[config.mk]
export PLATFORM = sky130hd
export DESIGN_NAME = inst_queue
export DESIGN_NICKNAME = d
export VERILOG_FILES = /design/src/rtl/inst_queue.sv
export SDC_FILE = /design/constraint.sdc
export NUM_CORES = 1
export LEC_CHECK = 0
export ABC_CLOCK_PERIOD_IN_PS = 7560
export BUFFER_PORTS_ARGS = -buffer_cell sky130_fd_sc_hd__clkbuf_2
export CAP_MARGIN = 10
export CORE_MARGIN = 5
export CORE_UTILIZATION = 55
export CTS_CLUSTER_DIAMETER = 30
export DETAILED_ROUTE_END_ITERATION = 16
export PLACE_DENSITY = 0.75
export SETUP_SLACK_MARGIN = 0.2
export SYNTH_ARGS = -nofsm -noshare
export SYNTH_HDL_FRONTEND = slang
export SYNTH_SLANG_ARGS = --single-unit
[constraint.sdc]
create_clock -name clk -period 7.56 [get_ports clk]
set_input_delay 1.512 -clock clk [delete_from_list [all_inputs] [get_ports clk]]
set_output_delay 1.512 -clock clk [all_outputs]
set_load 0.02 [all_outputs]
[src/rtl/inst_queue.sv]
// Circular instruction queue between the fetcher and the decoder.
// Buffers {pc, inst} pairs and releases one per cycle when no downstream unit is full.
module inst_queue #(
  parameter int IQ_SIZE   = 16,
  parameter int IQ_ADDR_W = 4,
  parameter int DATA_W    = 32
) (
  input  logic              clk,
  input  logic              rst,
  input  logic              rdy,
  input  logic              IF_input_valid,
  input  logic [DATA_W-1:0] IF_inst,
  input  logic [DATA_W-1:0] IF_inst_pc,
  output logic              IF_IQ_is_full,
  input  logic              RS_is_full,
  input  logic              ROB_is_full,
  input  logic              LSB_is_full,
  output logic              ID_output_valid,
  output logic [DATA_W-1:0] ID_inst,
  output logic [DATA_W-1:0] ID_inst_pc,
  input  logic              ROB_roll_back_flag
);

  localparam logic [IQ_ADDR_W:0]   FULL_CNT = (IQ_ADDR_W + 1)'(IQ_SIZE);
  localparam logic [IQ_ADDR_W:0]   CNT_ONE  = 1;
  localparam logic [IQ_ADDR_W-1:0] PTR_ONE  = 1;

  logic [DATA_W-1:0]    inst_mem_q [IQ_SIZE];
  logic [DATA_W-1:0]    pc_mem_q   [IQ_SIZE];

  logic [IQ_ADDR_W-1:0] head_q, head_d;
  logic [IQ_ADDR_W-1:0] tail_q, tail_d;
  logic [IQ_ADDR_W:0]   count_q, count_d;
  logic                 out_valid_q, out_valid_d;
  logic [DATA_W-1:0]    out_inst_q, out_inst_d;
  logic [DATA_W-1:0]    out_pc_q, out_pc_d;

  logic full, empty, stall, push, pop;

  // Full is taken from the registered count, so a same-cycle pop never admits a push.
  always_comb begin
    full        = (count_q == FULL_CNT);
    empty       = (count_q == '0);
    stall       = RS_is_full | ROB_is_full | LSB_is_full;
    push        = 1'b0;
    pop         = 1'b0;
    head_d      = head_q;
    tail_d      = tail_q;
    count_d     = count_q;
    out_valid_d = 1'b0;
    out_inst_d  = out_inst_q;
    out_pc_d    = out_pc_q;

    if (ROB_roll_back_flag) begin
      head_d     = '0;
      tail_d     = '0;
      count_d    = '0;
      out_inst_d = '0;
      out_pc_d   = '0;
    end else if (rdy) begin
      push = IF_input_valid & ~full;
      pop  = ~empty & ~stall;
      if (push) begin
        tail_d = tail_q + PTR_ONE;
      end
      if (pop) begin
        head_d      = head_q + PTR_ONE;
        out_inst_d  = inst_mem_q[head_q];
        out_pc_d    = pc_mem_q[head_q];
        out_valid_d = 1'b1;
      end
      unique case ({push, pop})
        2'b10:   count_d = count_q + CNT_ONE;
        2'b01:   count_d = count_q - CNT_ONE;
        default: count_d = count_q;
      endcase
    end
  end

  always_ff @(posedge clk) begin
    if (rst) begin
      head_q      <= '0;
      tail_q      <= '0;
      count_q     <= '0;
      out_valid_q <= 1'b0;
      out_inst_q  <= '0;
      out_pc_q    <= '0;
    end else begin
      head_q      <= head_d;
      tail_q      <= tail_d;
      count_q     <= count_d;
      out_valid_q <= out_valid_d;
      out_inst_q  <= out_inst_d;
      out_pc_q    <= out_pc_d;
    end
  end

  // Storage needs no reset; occupancy is tracked entirely by the pointers and count.
  always_ff @(posedge clk) begin
    if (push && !rst) begin
      inst_mem_q[tail_q] <= IF_inst;
      pc_mem_q[tail_q]   <= IF_inst_pc;
    end
  end

  assign IF_IQ_is_full   = full;
  assign ID_output_valid = out_valid_q;
  assign ID_inst         = out_inst_q;
  assign ID_inst_pc      = out_pc_q;

endmodule

# Yosys cells after proc, flatten, opt, wreduce, memory -nomap -nowiden
# Memory sizes are Yosys's and may differ from the RTL's. A register that Yosys moved wholly into a read port is not among the register bits.
# Cells that the tools add are included.
[op_classes]
add_sub_neg = 4
n_eq_ne = 3
muxes = 6
n_bitwise = 8
reduce_logical = 9
[ops]
columns = ["cell", "count"]
rows = [
  ["5-bit one-hot mux with 2 select lines", 1],
  ["4-bit by 1-bit adder with 4-bit output (second input constant)", 2],
  ["2-bit AND reduction", 3],
  ["5-bit by 1-bit adder with 5-bit output (second input constant)", 1],
  ["5-bit == test (second input constant)", 1],
  ["5-bit zero test", 1],
  ["1-bit two-way mux", 5],
  ["5-bit by 1-bit subtractor with 5-bit output (second input constant)", 1],
  ["1-bit NOT", 4],
  ["3-bit OR reduction", 1],
  ["1-bit bitwise AND", 2],
  ["2-bit by 1-bit == test with 1-bit output (second input constant)", 1],
  ["2-bit == test (second input constant)", 1],
  ["1-bit OR", 2],
  ["2-bit nonzero test", 1],
  ["2-bit OR reduction", 1],
  ["1-bit logical AND", 1],
  ["1-bit zero test", 1],
]
[word_totals]
register_bits = 14
ramBits = 1024
in_bits = 72
out_inout_bits = 66
wordCells = 36
memories = 2
[memory_table]
columns = ["name", "depth", "word_bits", "rd", "rd_ports_with_merged_regs", "wr", "line_no", "text"]
rows = [
  ["inst_mem_q", 16, 32, 1, 1, 1, "28", "logic [DATA_W-1:0] inst_mem_q [IQ_SIZE];"],
  ["pc_mem_q", 16, 32, 1, 1, 1, "29", "logic [DATA_W-1:0] pc_mem_q [IQ_SIZE];"],
]

# Longest topological paths before layout
# Gate-level depths: netlist of the first run.
[depth]
word_depth = 8
ltp_mapped = 11
mapped_depth_nobuf = 11

# Least setup slack after synthesis of the first run
# Ideal clock, no wire load.
[synth_path]
path_kind = "input to register"
start = "input IF_input_valid"
end = "memory inst_mem_q[3][0], enable pin"
setup_time_ns = 0.565
arrival_time_ns = 6.522
t_required_ns = 6.995
setup_slack_ns = 0.474
path_stages = 4
path_buffers = 0
path_cell_list = "a21boi_0 and3_1 nand2_1 nor3_1"
[synth_between]
elab_chain_cells = 6
[synth_rtl]
columns = ["item", "line_no", "text"]
rows = [
  ["from (decl)", "11", "input logic IF_input_valid,"],
  ["1-bit bitwise AND", "61", "push = IF_input_valid & ~full;"],
  ["1-bit two-way mux", "60", "end else if (rdy) begin"],
  ["1-bit two-way mux", "54", "if (ROB_roll_back_flag) begin"],
  ["1-bit logical AND", "100", "if (push && !rst) begin"],
  ["1-bit two-way mux", "100", ""],
  ["1-bit two-way mux (not written as such)", "101", "inst_mem_q[tail_q] <= IF_inst;"],
  ["to (decl)", "28", ""],
]
# No other way between the ends.

# Worst setup path after layout of the first run
[layout_path]
start = "input IF_input_valid"
end = "memory inst_mem_q[7][23], enable pin"
# Same word-level chain as after synthesis.

==> metrics.yaml, run 1 <==
start_kind: "input port"
via_per_inst: 6.250
maxCapViolations: 0
ctsHoldBuffers: 0
postSynthAreaPerCell_um2: 22.84
die_x_um: 284.1
cts_root_buffer: "clkbuf_16"
syn_nets: 1891
critPathKind: "input port to flop"
finalWeightedCongestion: 0.7377
ios: 138
wl_um: 92360
io_buffer_count: 137
synth_cell_types: 38
numCtsBuffers: 171
vias: 19839
area_growth_pct: 19.63
post_cts_buffers: 0
yosys_most_used_dff: "edfxtp_1"
fp.dieArea_um2: 80700
async_flop_share: 0
ctsHtreeMaxLevel: 4
mappedNetlistArea_um2: 41310
timing.slew.headroom: 0.1999
grt_pass1_wl_um: 138300
p_comb_frac: 0.010
hp-class: "flop to flop"
globalRouteOverflowTotal: 0
rows: 100
cp.required_ps: 7920
drt-pass1-iter-count: 7
die_h_um: 284.1
initial_core_util: 0.5549
dpl.cell_count: 2848
ir_worst_vdd_v: 0.0002359
fill_cells: 4401
cp-end-kind: "flop"
rsz0062_at_grt: "false"
fin_crit_ps: 3885
drtIter0Drc: 2169
p_leak_nw: 15.62
r2r_start: "count_q[1]"
hpwl_um: 43040
yosys_warnings: 0
track_usage: 0.2305
power.switching_mw: 3.105
setup_violations: 0
final_cells: 3174
cts_sinks: 1102
cp.arrival_ps: 4240
fin_worst_skew_ps: 34.60
drc_errors: 0
clkSlewWorstSetupHoldPaths_ps: 60
core_area_um2: 74450
p_per_area_nw_per_um2: 305.7
grt_pass1_vias: 21061
grt_antenna_before_repair: 5
hold_viol_final: 0
max_freq_ghz: 0.2574
p_int_mw: 12.01
grt_max_degree: 140
status: "finished clean"
worstPathMaxFanout: 36
worst_hold_slack_ps: 493.6
tightest_slew_ps: 1200
ys_ff_latch: 1102
fin_nets: 2134
cts_tree: "yes"
endpoint: "inst_mem_q[7][23]"
crit_start: "IF_input_valid"
clkPwrFrac: 0.549
wl_per_cell_um: 29.10
netlist_instances: 1809
r2r_cells: 6
cts_max_path_buffers: 3
fin_setup_tns_ps: 0
layout-drive-gt1-share: 0.3701
reg2reg_slack_ps: 4010
finalCritPeriodShare: 0.5139
clock_latency_ps: 750
seq_power_share: 0.442
seq_area_frac_synth: 0.7821
slew_violations: 0
detail-route-antenna-nets: 0
synth_edf_count: 1024
cts-resized-gates: 0
r2r_end: "inst_mem_q[7][23]"
swShare: 0.2055
[metal layers]
layer,routed length [µm],track usage,part of all wire
met2,48440,0.3910,0.52
met4,2547,0.07721,0.028
met1,34730,0.3026,0.38
met3,6622,0.04920,0.072
met5,20,0,0.00022
[sequential cells by signal (all words and copies together), names as in the netlist]
name and cells:
inst_mem_q 512, pc_mem_q 512, ID_inst 32, ID_inst_pc 32
count_q 5, head_q 4, tail_q 4, ID_output_valid 1
[final cells by class]
| class | instances | area (µm²) | share of cell area |
|---|---|---|---|
| Antenna cell | 3 | 7.507 | 0.0001519 |
| Clock buffer | 195 | 4483 | 0.09070 |
| Clock inverter | 128 | 1745 | 0.03531 |
| Inverter | 8 | 30.03 | 0.0006076 |
| Multi-Input combinational cell | 603 | 8658 | 0.1752 |
| Sequential cell | 1102 | 32320 | 0.6540 |
| Tap cell | 969 | 1212 | 0.02453 |
| Timing Repair Buffer | 166 | 965.9 | 0.01954 |
[synth_stat cells (11+ instances only)]
master	number	area share
a22oi_1	64	0.012
buf_1	11	0.0010
buf_2	51	0.0062
clkbuf_1	30	0.0027
dfxtp_1	78	0.038
edfxtp_1	1024	0.74
mux2_2	64	0.017
mux2i_1	66	0.016
mux4_2	256	0.14
nand2_1	12	0.0011
nor2_1	22	0.0020
o21ai_1	60	0.0073
[layout by cell type (no fill, tap or decap), types with 9 or more instances in the layout]
cell / count
ha_1: 9
bufinv_16: 27
clkinv_2: 23
clkbuf_1: 16
buf_4: 24
mux4_2: 256
o21ai_1: 60
dfxtp_1: 75
clkbuf_16: 174
clkbuf_2: 137
mux2i_1: 66
clkinv_4: 15
edfxtp_1: 1024
clkinvlp_4: 19
inv_6: 24
a22oi_1: 64
nor2_4: 12
mux2_2: 64
nor2_1: 10
nand2_1: 11
[stage by stage]
stage | setup WS (ps) | utilization | area, µm² | total power [mW]
final | 3675 | 0.6639 | 49420 | 15.11
after global routing | 3533 | 0.6638 | 49420 | 15.56
after CTS | 3649 | 0.6638 | 49420 | 15.21
after detailed placement | 2884 | 0.5801 | 43190 | 6.941
after global placement | 3028 | 0.5801 | 43190 | 6.929
after floorplan | 473.8 | - | 41310 | 6.837
[worst min-delay path by stage]
stage,endpoint,slack [ps],cells past startpoint,start
after global routing,count_q[3],510,2,count_q[3]
after CTS,count_q[3],500,2,count_q[3]
after global placement,count_q[2],470,2,count_q[2]
final,ID_inst[0],490,2,ID_inst[0]
after detailed placement,ID_inst[11],480,2,ID_inst[11]
after floorplan,count_q[3],460,2,count_q[3]
[kinds of logic (layout without fill, tap and decap cells)]
family | count (synthesis) | count (layout) | synth area share
flops | 1102 | 1102 | 0.7821
buf+inv | 104 | 497 | 0.01145
simple gates | 57 | 57 | 0.006602
other cells | 0 | 3 | 0
mux | 386 | 386 | 0.1730
compound gates | 142 | 142 | 0.02196
fa+ha+maj | 10 | 10 | 0.003210
xor+xnor | 8 | 8 | 0.001696
[power by group through the flow]
| stage | clock [mW] | sequential, mW | combinational, mW |
|---|---|---|---|
| global route | 8.73 | 6.67 | 0.158 |
| global placement | 0 | 6.80 | 0.133 |
| finish | 8.29 | 6.68 | 0.147 |
| CTS | 8.39 | 6.67 | 0.146 |
| detailed placement | 0 | 6.80 | 0.144 |
| floorplan | 0 | 6.80 | 0.0365 |
[critical path: stages]
cell	delay, ps
clkbuf_2	70
a21boi_0	370
and3_1	330
nand2_1	240
nor2_4	970
buf_4	710
(Power assumes the default switching activity.)
==> run 2, diff against run 1 <==
--- a/config.mk
+++ b/config.mk
@@ -5,7 +5,8 @@
 export SDC_FILE = /design/constraint.sdc
 export NUM_CORES = 1
 export LEC_CHECK = 0
-export ABC_CLOCK_PERIOD_IN_PS = 7560
+export ABC_AREA = 1
+export ABC_CLOCK_PERIOD_IN_PS = 3700
 export BUFFER_PORTS_ARGS = -buffer_cell sky130_fd_sc_hd__clkbuf_2
 export CAP_MARGIN = 10
 export CORE_MARGIN = 5
==> constraint.sdc (replaced) <==
create_clock -name clk -period 3.7 [get_ports clk]
set_input_delay 0.74 -clock clk [delete_from_list [all_inputs] [get_ports clk]]
set_output_delay 0.74 -clock clk [all_outputs]
set_load 0.02 [all_outputs]
==> run 2 against run 1 <==
Against the previous run:
- first-iteration DRC count up 53%
- area after synthesis up 12%
- sequential power up 110%
- non-clock buffer count up 29
- register-to-register slack worse by 3100 ps
- clock-buffer cell count up 7
- die area up 12%
- critical path type is now flop to flop
- critical endpoint is now inst_mem_q[13][24]
==> metrics.yaml, run 2 <==
layout-drive-gt1-share: 0.1178  # was 0.3701
seq_area_um2: 32330  # was 32320 µm²
setup_violations: 0  # unchanged
p_leak_nw: 23.08  # was 15.62 nW
syn_nets: 4486  # was 1891
ir_worst_vdd_v: 0.0004333  # was 0.0002359 V
grt_pass1_wl_um: 176000  # was 138300 µm
drc_errors: 0  # unchanged
fp.dieArea_um2: 90070  # was 80700 µm²
hold_depth: 1  # was 2
rows: 106  # was 100
start_kind: "flop"  # was input port
ctsHoldBuffers: 0  # unchanged
timing.slew.headroom: 0.2540  # was 0.1999
rsz0062_at_grt: "false"  # unchanged
tightest_slew_ps: 1119  # was 1200 ps
cts-resized-gates: 0  # unchanged
hpwl_um: 54150  # was 43040 µm
core_area_um2: 83560  # was 74450 µm²
yosys_most_used_dff: "edfxtp_1"  # unchanged
fin_worst_skew_ps: 57.39  # was 34.60 ps
synth_edf_count: 1024  # unchanged
r2r_cells: 7  # was 6
finalCritPeriodShare: 0.7587
final_cells: 5814  # was 3174
initial_core_util: 0.5540  # was 0.5549
final_cell_mix: "1625 x nand2_1, 1024 x edfxtp_1, 710 x nand3_1, 597 x inv_1, 191 x clkbuf_16"  # was 1024 x edfxtp_1, 256 x mux4_2, 174 x clkbuf_16, 137 x clkbuf_2, 75 x dfxtp_1
die_h_um: 300.1  # was 284.1 µm
fin_crit_ps: 2807
postSynthAreaPerCell_um2: 10.51  # was 22.84 µm²
grt_max_degree: 187  # was 140
wl_um: 113300  # was 92360 µm
dpl.cell_count: 5445  # was 2848
multiInputGateArea_um2: 10720  # was 8658 µm²
area_growth_pct: 18.89  # was 19.63%
via_per_inst: 5.472  # was 6.250
synth.most_common_cell: "nand2_1"  # was edfxtp_1
status: "finished clean"  # unchanged
ys_top_cells_by_count: "1625 x nand2_1, 1024 x edfxtp_1, 710 x nand3_1, 600 x inv_1, 136 x buf_2"  # was 1024 x edfxtp_1, 256 x mux4_2, 78 x dfxtp_1, 66 x mux2i_1
track_usage: 0.2498  # was 0.2305
die_x_um: 300.1  # was 284.1 µm
slew_violations: 0  # unchanged
synth_top_area_share: 0.6643  # was 0.7443
hold_viol_final: 0  # unchanged
io_buffer_count: 137  # unchanged
cts_max_path_buffers: 3  # unchanged
seq_area_frac_synth: 0.6980  # was 0.7821
fin_nets: 4640  # was 2134
top_regs: "inst_mem_q (512), pc_mem_q (512)"  # unchanged
post_cts_buffers: 0  # unchanged
drtIter0Drc: 3312  # was 2169
vias: 31814  # was 19839
finalWeightedCongestion: 0.7589  # was 0.7377
maxCapViolations: 0  # unchanged
yosys_warnings: 0  # unchanged
detail-route-antenna-nets: 0  # unchanged
cp.arrival_ps: 3190  # was 4240 ps
max_freq_ghz: 0.3562
synth_cell_types: 24  # was 38
critPathKind: "flop to flop"  # was input port to flop
ctsHtreeMaxLevel: 4  # unchanged
layout_commonest_cell: "nand2_1"  # was edfxtp_1
cp.required_ps: 4080  # was 7920 ps
cts_root_buffer: "clkbuf_16"  # unchanged
clock_latency_ps: 790  # was 750 ps
ys_ff_latch: 1102  # unchanged
drt-pass1-iter-count: 6  # was 7
grt_antenna_before_repair: 9  # was 5
grt_pass1_vias: 32211  # was 21061
synth_top_cell_by_area: "edfxtp_1"  # unchanged
wl_per_cell_um: 19.49  # was 29.10 µm
worstPathMaxFanout: 34  # was 36
hp-class: "input port to flop"  # was flop to flop
netlist_instances: 4404  # was 1809
cts_sinks: 1102  # unchanged
mappedNetlistArea_um2: 46290  # was 41310 µm²
p_per_area_nw_per_um2: 585.7  # was 305.7 nW/µm²
cp-end-kind: "flop"  # unchanged
cts_tree: "yes"  # unchanged
async_flop_share: 0  # unchanged
ios: 138  # unchanged
worst_hold_slack_ps: 372.2  # was 493.6 ps
clkSlewWorstSetupHoldPaths_ps: 50  # was 60 ps
fill_cells: 5686  # was 4401
synth_area_leaders: "edfxtp_1 66%, nand2_1 13%, nand3_1 7.7%"  # was edfxtp_1 74%, mux4_2 14%, dfxtp_1 3.8%
numCtsBuffers: 191  # was 171
globalRouteOverflowTotal: 0  # unchanged
-- run 2: layout make-up --
type,instances,share of cell area
Clock inverter,160,0.03615
Multi-Input combinational cell,2466,0.1948
Tap cell,1080,0.02455
Clock buffer,202,0.08814
Sequential cell,1102,0.5874
Antenna cell,7,0.0003183
Timing Repair Buffer,195,0.02719
Inverter,602,0.04147
-- run 2: power by group --
group	total, mW	internal (mW)	switching [mW]	leakage [nW]
combinational	0.399	0.0853	0.314	9.96
sequential	13.7	13.6	0.00894	9.84
clock	18.2	11.7	6.51	3.28
total	32.2	25.4	6.83	23.1
-- run 2: kinds of logic after synthesis --
group,synth area share
and+or+nand+nor,0.2116
DFF,0.6980
buffers and inverters,0.07398
AOI/OAI and AO/OA,0.01265
adders and majority gates,0.002865
xor gates and xnor gates,0.0009460
-- run 2: through the flow --
step,cell area [µm²],util,setup TNS [ps],setup slack (ps),power [mW]
final,55040,0.6587,0,892.8,32.23
after global routing,55030,0.6586,0,787.1,33.06
after floorplan,46400,-,-224580,-652.3,14.04
after CTS,55020,0.6585,0,904.5,32.39
after detailed placement,48180,0.5766,0,783.2,14.29
after global placement,48180,0.5766,0,886.2,14.27
-- run 2: final timing paths --
check | start | end | slack (ps)
worst min-delay path | IF_inst_pc[5] | pc_mem_q[10][5] | 370
worst max register to register | count_q[1] | inst_mem_q[13][24] | 890
worst max-delay path | count_q[1] | inst_mem_q[13][24] | 890
worst min register to register | count_q[4] | count_q[4] | 530
-- run 2: critical path: stages (launching register included) --
cell,delay [ps]
dfxtp_1,360
inv_1,100
nand4_1,150
nand3_1,350
nor2_1,360
nand2_1,310
nor2_4,180
buf_4,560
-- run 2: metal layers --
layer  routed length [µm]  vias to the layer above  global-route usage  share of wire
met5                   13                        -                   0        0.00011
met4                 4034                        2              0.1086          0.036
met3                10140                      275             0.05293          0.089
met2                55680                     1559              0.4191           0.49
met1                43460                    15200              0.3174           0.38
li1                     -                    14778                   -              -
